===== src/rtl/adder_nbit.sv =====
`default_nettype none
// +----------------------------------------------------------------------+
// | Module   : adder_nbit                                                |
// | Purpose  : Combinational WIDTH-bit adder with carry in and carry out |
// | Revision : 1.0                                                       |
// +----------------------------------------------------------------------+
module adder_nbit #(
    parameter int WIDTH = 4
) (
    input  logic [WIDTH-1:0] a,
    input  logic [WIDTH-1:0] b,
    input  logic             carry_in,
    output logic [WIDTH-1:0] sum,
    output logic             carry_out
);

    assign {carry_out, sum} = {1'b0, a} + {1'b0, b} + {{WIDTH{1'b0}}, carry_in};

endmodule
`default_nettype wire


===== src/rtl/pipelined_adder_nbit.sv =====
`default_nettype none
// +----------------------------------------------------------------------+
// | Module   : pipelined_adder_nbit                                      |
// | Purpose  : NUM_STAGES-deep ripple-chunk adder, valid/ready handshake |
// | Revision : 1.0                                                       |
// +----------------------------------------------------------------------+
module pipelined_adder_nbit #(
    parameter int NUM_BITS   = 16,
    parameter int NUM_STAGES = 4
) (
    input  logic                clk,
    input  logic                rst,
    input  logic [NUM_BITS-1:0] a,
    input  logic [NUM_BITS-1:0] b,
    input  logic                carry_in,
    input  logic                in_valid,
    output logic                in_ready,
    output logic [NUM_BITS-1:0] sum,
    output logic                overflow,
    output logic                out_valid,
    input  logic                out_ready
);

    localparam int C = NUM_BITS / NUM_STAGES;

    if (NUM_STAGES < 1 || NUM_STAGES > NUM_BITS || (NUM_BITS % NUM_STAGES) != 0) begin : g_bad_config
        $error("pipelined_adder_nbit: NUM_STAGES must be in 1..NUM_BITS and divide NUM_BITS");
    end

    logic [NUM_STAGES-1:0] stage_valid;
    logic [NUM_STAGES-1:0] advance;

    for (genvar k = 0; k < NUM_STAGES; k++) begin : g_stage
        localparam int SUM_W = (k + 1) * C;

        logic             valid_q;
        logic             valid_d;
        logic             carry_q;
        logic             carry_d;
        logic [SUM_W-1:0] sum_q;
        logic [SUM_W-1:0] sum_d;
        logic [SUM_W-1:0] sum_next;
        logic             src_valid;
        logic             src_carry;
        logic [C-1:0]     src_a;
        logic [C-1:0]     src_b;
        logic [C-1:0]     chunk_sum;
        logic             chunk_carry;

        // A stage moves when it, or any stage after it, holds a bubble.
        assign stage_valid[k] = valid_q;
        assign advance[k]     = out_ready | ~(&stage_valid[NUM_STAGES-1:k]);

        if (k == 0) begin : g_head
            assign src_valid = in_valid;
            assign src_carry = carry_in;
            assign src_a     = a[C-1:0];
            assign src_b     = b[C-1:0];
            assign sum_next  = chunk_sum;
        end else begin : g_body
            assign src_valid = g_stage[k-1].valid_q;
            assign src_carry = g_stage[k-1].carry_q;
            assign src_a     = g_stage[k-1].g_skew.skew_a_q[C-1:0];
            assign src_b     = g_stage[k-1].g_skew.skew_b_q[C-1:0];
            assign sum_next  = {chunk_sum, g_stage[k-1].sum_q};
        end

        adder_nbit #(
            .WIDTH(C)
        ) u_chunk (
            .a         (src_a),
            .b         (src_b),
            .carry_in  (src_carry),
            .sum       (chunk_sum),
            .carry_out (chunk_carry)
        );

        always_comb begin
            valid_d = valid_q;
            carry_d = carry_q;
            sum_d   = sum_q;
            if (advance[k]) begin
                valid_d = src_valid;
                carry_d = chunk_carry;
                sum_d   = sum_next;
            end
        end

        always_ff @(posedge clk) begin
            if (rst) begin
                valid_q <= 1'b0;
                carry_q <= 1'b0;
                sum_q   <= '0;
            end else begin
                valid_q <= valid_d;
                carry_q <= carry_d;
                sum_q   <= sum_d;
            end
        end

        // Operand bits above this chunk travel alongside, low chunk first.
        if (k < NUM_STAGES - 1) begin : g_skew
            localparam int SKEW_W = NUM_BITS - SUM_W;

            logic [SKEW_W-1:0] skew_a_q;
            logic [SKEW_W-1:0] skew_a_d;
            logic [SKEW_W-1:0] skew_b_q;
            logic [SKEW_W-1:0] skew_b_d;
            logic [SKEW_W-1:0] skew_a_src;
            logic [SKEW_W-1:0] skew_b_src;

            if (k == 0) begin : g_from_port
                assign skew_a_src = a[NUM_BITS-1:C];
                assign skew_b_src = b[NUM_BITS-1:C];
            end else begin : g_from_stage
                assign skew_a_src = g_stage[k-1].g_skew.skew_a_q[SKEW_W+C-1:C];
                assign skew_b_src = g_stage[k-1].g_skew.skew_b_q[SKEW_W+C-1:C];
            end

            always_comb begin
                skew_a_d = skew_a_q;
                skew_b_d = skew_b_q;
                if (advance[k]) begin
                    skew_a_d = skew_a_src;
                    skew_b_d = skew_b_src;
                end
            end

            always_ff @(posedge clk) begin
                if (rst) begin
                    skew_a_q <= '0;
                    skew_b_q <= '0;
                end else begin
                    skew_a_q <= skew_a_d;
                    skew_b_q <= skew_b_d;
                end
            end
        end
    end

    assign in_ready  = ~rst & advance[0];
    assign out_valid = stage_valid[NUM_STAGES-1];
    assign sum       = g_stage[NUM_STAGES-1].sum_q;
    assign overflow  = g_stage[NUM_STAGES-1].carry_q;

endmodule
`default_nettype wire


===== config.mk =====
export PLATFORM = sky130hd
export DESIGN_NAME = pipelined_adder_nbit
export DESIGN_NICKNAME = d
export VERILOG_FILES = /design/src/rtl/adder_nbit.sv /design/src/rtl/pipelined_adder_nbit.sv
export SDC_FILE = /design/constraint.sdc
export NUM_CORES = 1
export LEC_CHECK = 0
export CAP_MARGIN = 20
export CORE_ASPECT_RATIO = 0.9
export CORE_MARGIN = 8
export CORE_UTILIZATION = 48
export DETAILED_ROUTE_END_ITERATION = 8
export GPL_TIMING_DRIVEN = 0
export PLACE_DENSITY = 0.79
export RECOVER_POWER = 100
export SYNTH_ARGS = -nofsm -noshare
export SYNTH_HDL_FRONTEND = slang
export SYNTH_SLANG_ARGS = --single-unit

===== constraint.sdc =====
create_clock -name clk -period 1.75 [get_ports clk]
set_input_delay 0.175 -clock clk [delete_from_list [all_inputs] [get_ports clk]]
set_output_delay 0.175 -clock clk [all_outputs]
set_load 0.1 [all_outputs]

# Yosys cells after proc, flatten, opt, wreduce, memory -nomap -nowiden
# Cells that the tools add are included.
[op_classes]
addsub = 8
bitwise_logic = 10
n_reduce_logical = 3
[op_table]
columns = ["cell", "count"]
rows = [
  ["adder 4 x 4 -> 5 bit", 4],
  ["adder 5 x 1 -> 5 bit", 4],
  ["inverter 1 bit", 5],
  ["OR 1 bit", 4],
  ["AND reduction 4 bit", 1],
  ["AND reduction 3 bit", 1],
  ["AND reduction 2 bit", 1],
  ["bitwise AND 1 bit", 1],
]
[word_totals]
regBits = 96
word_cells = 39

# Logic depth before layout (Yosys ltp)
[depth]
word_depth = 4
ltp_mapped = 7
depth_no_buf = 7

# Cells and area by module
# A second synthesis with hierarchy kept.
[hier_totals]
hier_cells = 488
hier_area_um2 = 4020.1
[by_module_without_submodules]
columns = ["mod", "instances", "cells_each", "area_each_um2", "seq_area_each_um2"]
rows = [
  ["pipelined_adder_nbit", 1, 424, 3444.6, 1921.8],
  ["adder_nbit", 4, 16, 143.9, 0.0],
]

# Worst setup path after synthesis
# Ideal clock, no wire load.
[synth_path]
path_type = "flip-flop to output port"
startpoint = "register g_stage[3].valid_q (netlist: out_valid)"
endpoint = "output in_ready"
t_arrival_ns = 2.747
t_required_ns = 1.575
path_slack_ns = -1.172
stages_incl_launch_ff = 6
path_buffers = 2
cell_sequence = "dfxtp_1 -> and4b_1 -> and2_1 -> buf_2 -> buf_2 -> nor2_1"
[synth_via]
elab_chain_len = 4
[synth_rtl]
columns = ["element", "line_no", "rtl"]
rows = [
  ["start: declaration", "pipelined_adder_nbit.sv:36", "logic valid_q;"],
  ["start signal: assignment", "pipelined_adder_nbit.sv:95", "valid_q <= valid_d;"],
  ["AND reduction 4 bit", "pipelined_adder_nbit.sv:52", "assign advance[k] = out_ready | ~(&stage_valid[NUM_STAGES-1:k]);"],
  ["inverter 1 bit", "pipelined_adder_nbit.sv:52", ""],
  ["OR 1 bit", "pipelined_adder_nbit.sv:52", ""],
  ["bitwise AND 1 bit", "pipelined_adder_nbit.sv:141", "assign in_ready = ~rst & advance[0];"],
  ["end: declaration", "pipelined_adder_nbit.sv:17", "output logic in_ready,"],
]
# Every way passes these cells.

# Worst setup path after layout
[layout_path]
startpoint = "input rst"
endpoint = "output in_ready"
[layout_via]
elab_chain_len = 2
[layout_rtl]
columns = ["element", "line_no", "rtl"]
rows = [
  ["start: declaration", "pipelined_adder_nbit.sv:12", "input logic rst,"],
  ["inverter 1 bit", "pipelined_adder_nbit.sv:141", ""],
  ["bitwise AND 1 bit", "pipelined_adder_nbit.sv:141", ""],
]
# Every way passes these cells.

==> impl_metrics.sql <==
INSERT INTO impl_metrics (metric_group, metric, value, unit) VALUES
('run_status', 'status', 'finished, violations left', ''),
('run_status', 'failed_checks', 'setup timing', ''),
('sta', 'maxSlewHeadroom', '0.368', ''),
('final_layout', 'num-nets-final', '598', ''),
('global_routing', 'grt_antenna_before_repair', '0', ''),
('critical_path', 'setup.worst_path.class', 'in2out', ''),
('sta', 'report.final.setup_viol', '1', ''),
('route', 'drt_drc_violations_left', '0', ''),
('critical_path', 'worstPathRequired', '1.57', 'ns'),
('sta', 'hold_violations', '0', ''),
('route', 'vias', '3320', ''),
('clock_network', 'clk_latency', '0.36', 'ns'),
('floorplanning', 'floorplan.die.height', '101', 'µm'),
('clock_network', 'numCtsBuffers', '9', ''),
('power_and_ir_drop', 'worst_ir_drop_vdd', '0.520', 'mV'),
('sta', 'final_period_minus_worst_setup_slack', '1.75', 'ns'),
('final_layout', 'fin_util', '0.603', ''),
('critical_path', 'r2r_cells', '7', ''),
('synthesis', 'yosys_register_bits', '96', ''),
('route', 'drt.antenna.violating_nets', '0', ''),
('sta', 'grt_setup_unrepaired', 'yes', ''),
('placed_design', 'numPortBuffers', '55', ''),
('synthesis', 'synthCells', '472', ''),
('synthesis', 'syn_avg_cell_area', '8.18', 'µm²'),
('synthesis', 'syn-cell-area', '0.00386', 'mm²'),
('job', 'drv.max_cap_violation_count', '0', ''),
('placed_design', 'gpl.final_weighted_congestion', '0.829', ''),
('synthesis', 'ys_types', '28', ''),
('critical_path', 'critical_path_arrival', '1.58', 'ns'),
('route', 'drt-wirelength-per-cell', '14.1', 'µm'),
('critical_path', 'reg2reg_from', 'g_stage[0].g_skew.skew_a_q[0]$_SDFFE_PP0P_', ''),
('final_layout', 'flow.area_growth_from_synthesis', '23.5', '%'),
('global_routing', 'vias_in_the_first_global_route', '3324', ''),
('sta', 'timing.final.max_slew_violations', '0', ''),
('critical_path', 'r2r_setup_slack', '0.08', 'ns'),
('clock_network', 'cts_max_level', '3', ''),
('clock_network', 'cts_tree', 'built', ''),
('clock_network', 'clock-sinks', '96', ''),
('placed_design', 'dpl.hpwl', '6840', 'µm'),
('synthesis', 'synth.net_count', '529', ''),
('sta', 'fin_skew', '0.00677', 'ns'),
('route', 'routed_via_density', '5.15', ''),
('sta', 'hold_slack', '0.351', 'ns'),
('sta', 'post-route-worst-setup-slack', '-0.00349', 'ns'),
('synthesis', 'seq_area_frac_synth', '0.498', ''),
('global_routing', 'largest_net_degree_at_the_start_of_global_routing', '17', ''),
('critical_path', 'cp-start-kind', 'input pin', ''),
('final_layout', 'diodes', '0', ''),
('power_and_ir_drop', 'cellLeakagePower', '1.91', 'nW'),
('final_layout', 'final_layout_size_suffix_gt1_frac', '0.114', ''),
('critical_path', 'worst_setup_path_endpoint', 'in_ready', ''),
('min_path', 'min-delay-path-class', 'in2reg', ''),
('route', 'first_iter_violations', '201', ''),
('clock_network', 'cts.root.buffer_cell', 'sky130_fd_sc_hd__clkbuf_8', ''),
('critical_path', 'timing.critical_path.to_type', 'primary output', ''),
('sta', 'maxClockFrequency', '570', 'MHz'),
('clock_network', 'path_clk_slew', '0.09', 'ns'),
('floorplanning', 'io_pins', '56', ''),
('global_routing', 'globalRouteOverflowTotal', '0', ''),
('floorplanning', 'fp.dieW', '111', 'µm'),
('power_and_ir_drop', 'power_density', '905', 'mW/mm²'),
('critical_path', 'biggest_fanout_along_the_worst_timing_path', '10', ''),
('route', 'drt_pass1_iterations', '4', ''),
('floorplanning', 'start_util', '0.488', ''),
('clock_network', 'buffers_from_clock_root_to_sink_at_most', '2', ''),
('global_routing', 'grt_first_pass_wirelength', '15200', 'µm'),
('route', 'drt_wl_total', '9090', 'µm'),
('synthesis', 'synth_warnings', '0', ''),
('floorplanning', 'floorplan.die_area', '0.0112', 'mm²'),
('floorplanning', 'core_area', '0.00791', 'mm²'),
('critical_path', 'cp-startpoint', 'rst', ''),
('global_routing', 'groute.usage.overall', '0.163', ''),
('floorplanning', 'floorplan.rows', '31', ''),
('critical_path', 'worst_reg2reg_endpoint', 'g_stage[1].sum_q[6]$_SDFFE_PP0P_', ''),
('sta', 'max_slew.worst_pin.slew', '0.952', 'ns'),
('sta', 'period_share', '1.00', '');
-- registers in the layout, indices dropped and copies added (netlist names) --
name	flops
g_stage.g_skew.skew_a_q	24
g_stage.carry_q	3
g_stage.valid_q	3
out_valid	1
g_stage.sum_q	24
sum	16
overflow	1
g_stage.g_skew.skew_b_q	24
-- logic make-up after synthesis --
logic type	count (synthesis)	share of synthesized area
buffers and inverters	43	0.0502
AOI/OAI and AO/OA	103	0.144
DFF	96	0.498
adders and majority gates	20	0.0803
and+or+nand+nor	208	0.224
xor gates and xnor gates	2	0.00454
-- synth_stat cells --
library cell / n / share of area
sky130_fd_sc_hd__fa_1: 8 / 0.041
sky130_fd_sc_hd__o21a_1: 2 / 0.0039
sky130_fd_sc_hd__dfxtp_1: 96 / 0.50
sky130_fd_sc_hd__buf_6: 2 / 0.0058
sky130_fd_sc_hd__a21o_1: 3 / 0.0058
sky130_fd_sc_hd__or4_1: 3 / 0.0058
sky130_fd_sc_hd__xnor2_1: 2 / 0.0045
sky130_fd_sc_hd__and2b_1: 1 / 0.0019
sky130_fd_sc_hd__a211oi_1: 11 / 0.021
sky130_fd_sc_hd__and4b_1: 1 / 0.0026
sky130_fd_sc_hd__and2_1: 1 / 0.0016
sky130_fd_sc_hd__nand3_1: 3 / 0.0039
sky130_fd_sc_hd__and3b_1: 1 / 0.0023
sky130_fd_sc_hd__ha_1: 12 / 0.039
sky130_fd_sc_hd__nand2b_1: 2 / 0.0032
sky130_fd_sc_hd__inv_1: 11 / 0.011
sky130_fd_sc_hd__nor2b_1: 6 / 0.0097
sky130_fd_sc_hd__nand3b_1: 4 / 0.0078
sky130_fd_sc_hd__nor2_1: 23 / 0.022
sky130_fd_sc_hd__a21oi_1: 82 / 0.11
sky130_fd_sc_hd__o21ai_0: 5 / 0.0065
sky130_fd_sc_hd__nand4b_1: 2 / 0.0045
sky130_fd_sc_hd__buf_2: 11 / 0.014
sky130_fd_sc_hd__nor3_1: 4 / 0.0052
sky130_fd_sc_hd__nand2_1: 157 / 0.15
sky130_fd_sc_hd__buf_1: 4 / 0.0039
sky130_fd_sc_hd__clkbuf_1: 14 / 0.014
sky130_fd_sc_hd__buf_4: 1 / 0.0019
-- worst min-delay path by stage --
stage / cells after the start / startpoint / endpoint
floorplan: 2 / in_valid / g_stage[0].valid_q$_SDFFE_PP0P_
global placement: 2 / sum[1]$_SDFFE_PP0P_ / sum[1]$_SDFFE_PP0P_
detailed placement: 2 / sum[9]$_SDFFE_PP0P_ / sum[9]$_SDFFE_PP0P_
CTS: 3 / b[10] / g_stage[0].g_skew.skew_b_q[6]$_SDFFE_PP0P_
global route: 3 / a[4] / g_stage[0].g_skew.skew_a_q[0]$_SDFFE_PP0P_
finish: 3 / b[10] / g_stage[0].g_skew.skew_b_q[6]$_SDFFE_PP0P_
-- worst max-delay path, cell delays in order --
cell                              delay, ns
sky130_fd_sc_hd__clkdlybuf4s50_1       0.61
sky130_fd_sc_hd__clkbuf_4              0.28
sky130_fd_sc_hd__clkbuf_4              0.27
sky130_fd_sc_hd__nor2_4                0.06
sky130_fd_sc_hd__buf_12                0.16
-- layout make-up --
class	instances	area (µm²)
fill	739	3140
sequential	96	1930
multi-input combinational	333	1790
timing repair buffer	59	531
buffer	31	161
clock buffer	11	141
tap	99	124
clock inverter	5	57.6
inverter	11	41.3
-- cells in the final DEF (no fill, tap or decap), types with 8 or more instances in the layout --
cell type                         Yosys  layout
sky130_fd_sc_hd__a211oi_1            11      10
sky130_fd_sc_hd__a21oi_1             82      82
sky130_fd_sc_hd__buf_2               11       8
sky130_fd_sc_hd__clkbuf_1            14      13
sky130_fd_sc_hd__clkbuf_2             0      13
sky130_fd_sc_hd__clkbuf_8             0      10
sky130_fd_sc_hd__clkdlybuf4s50_1      0      35
sky130_fd_sc_hd__dfxtp_1             96      93
sky130_fd_sc_hd__ha_1                12      12
sky130_fd_sc_hd__inv_1               11      10
sky130_fd_sc_hd__nand2_1            157     157
sky130_fd_sc_hd__nor2_1              23      22
-- metal layers --
metal	global-route usage	vias up	share of wire
met5	0	-	0
met1	0.195	1536	0.46
met4	0.0581	0	0.020
met3	0.0506	18	0.054
li1	-	1681	-
met2	0.273	85	0.47
-- stage by stage --
| step | power, mW | TNS, ns | std cells | instance area (µm²) | setup WS (ns) |
|---|---|---|---|---|---|
| final | 4.31 | -0.00349 | 645 | 4770 | -0.00349 |
| after global routing | 4.48 | -0.0292 | 645 | 4770 | -0.0292 |
| after CTS | 4.32 | -0.248 | 642 | 4770 | -0.146 |
| after detailed placement | 2.90 | -9.66 | 626 | 4550 | -1.09 |
| after global placement | 2.88 | -7.39 | 626 | 4550 | -1.08 |
| after floorplan | 2.71 | 0 | 472 | 3880 | 0.0165 |
-- where the power goes --
group,switching (mW),leakage (nW),internal (mW)
combinational,0.294,1.03,0.209
clock,0.753,0.0916,0.697
sequential,0.0674,0.791,2.29
total,1.11,1.91,3.20
-- timing repair --
action	in CTS	in global routing
resized for setup	43	35
buffers inserted	0	4
pin swaps	0	3
hold buffers	0	0
endpoints found under the setup margin	24	19
Power figures use the tool's default switching activity.
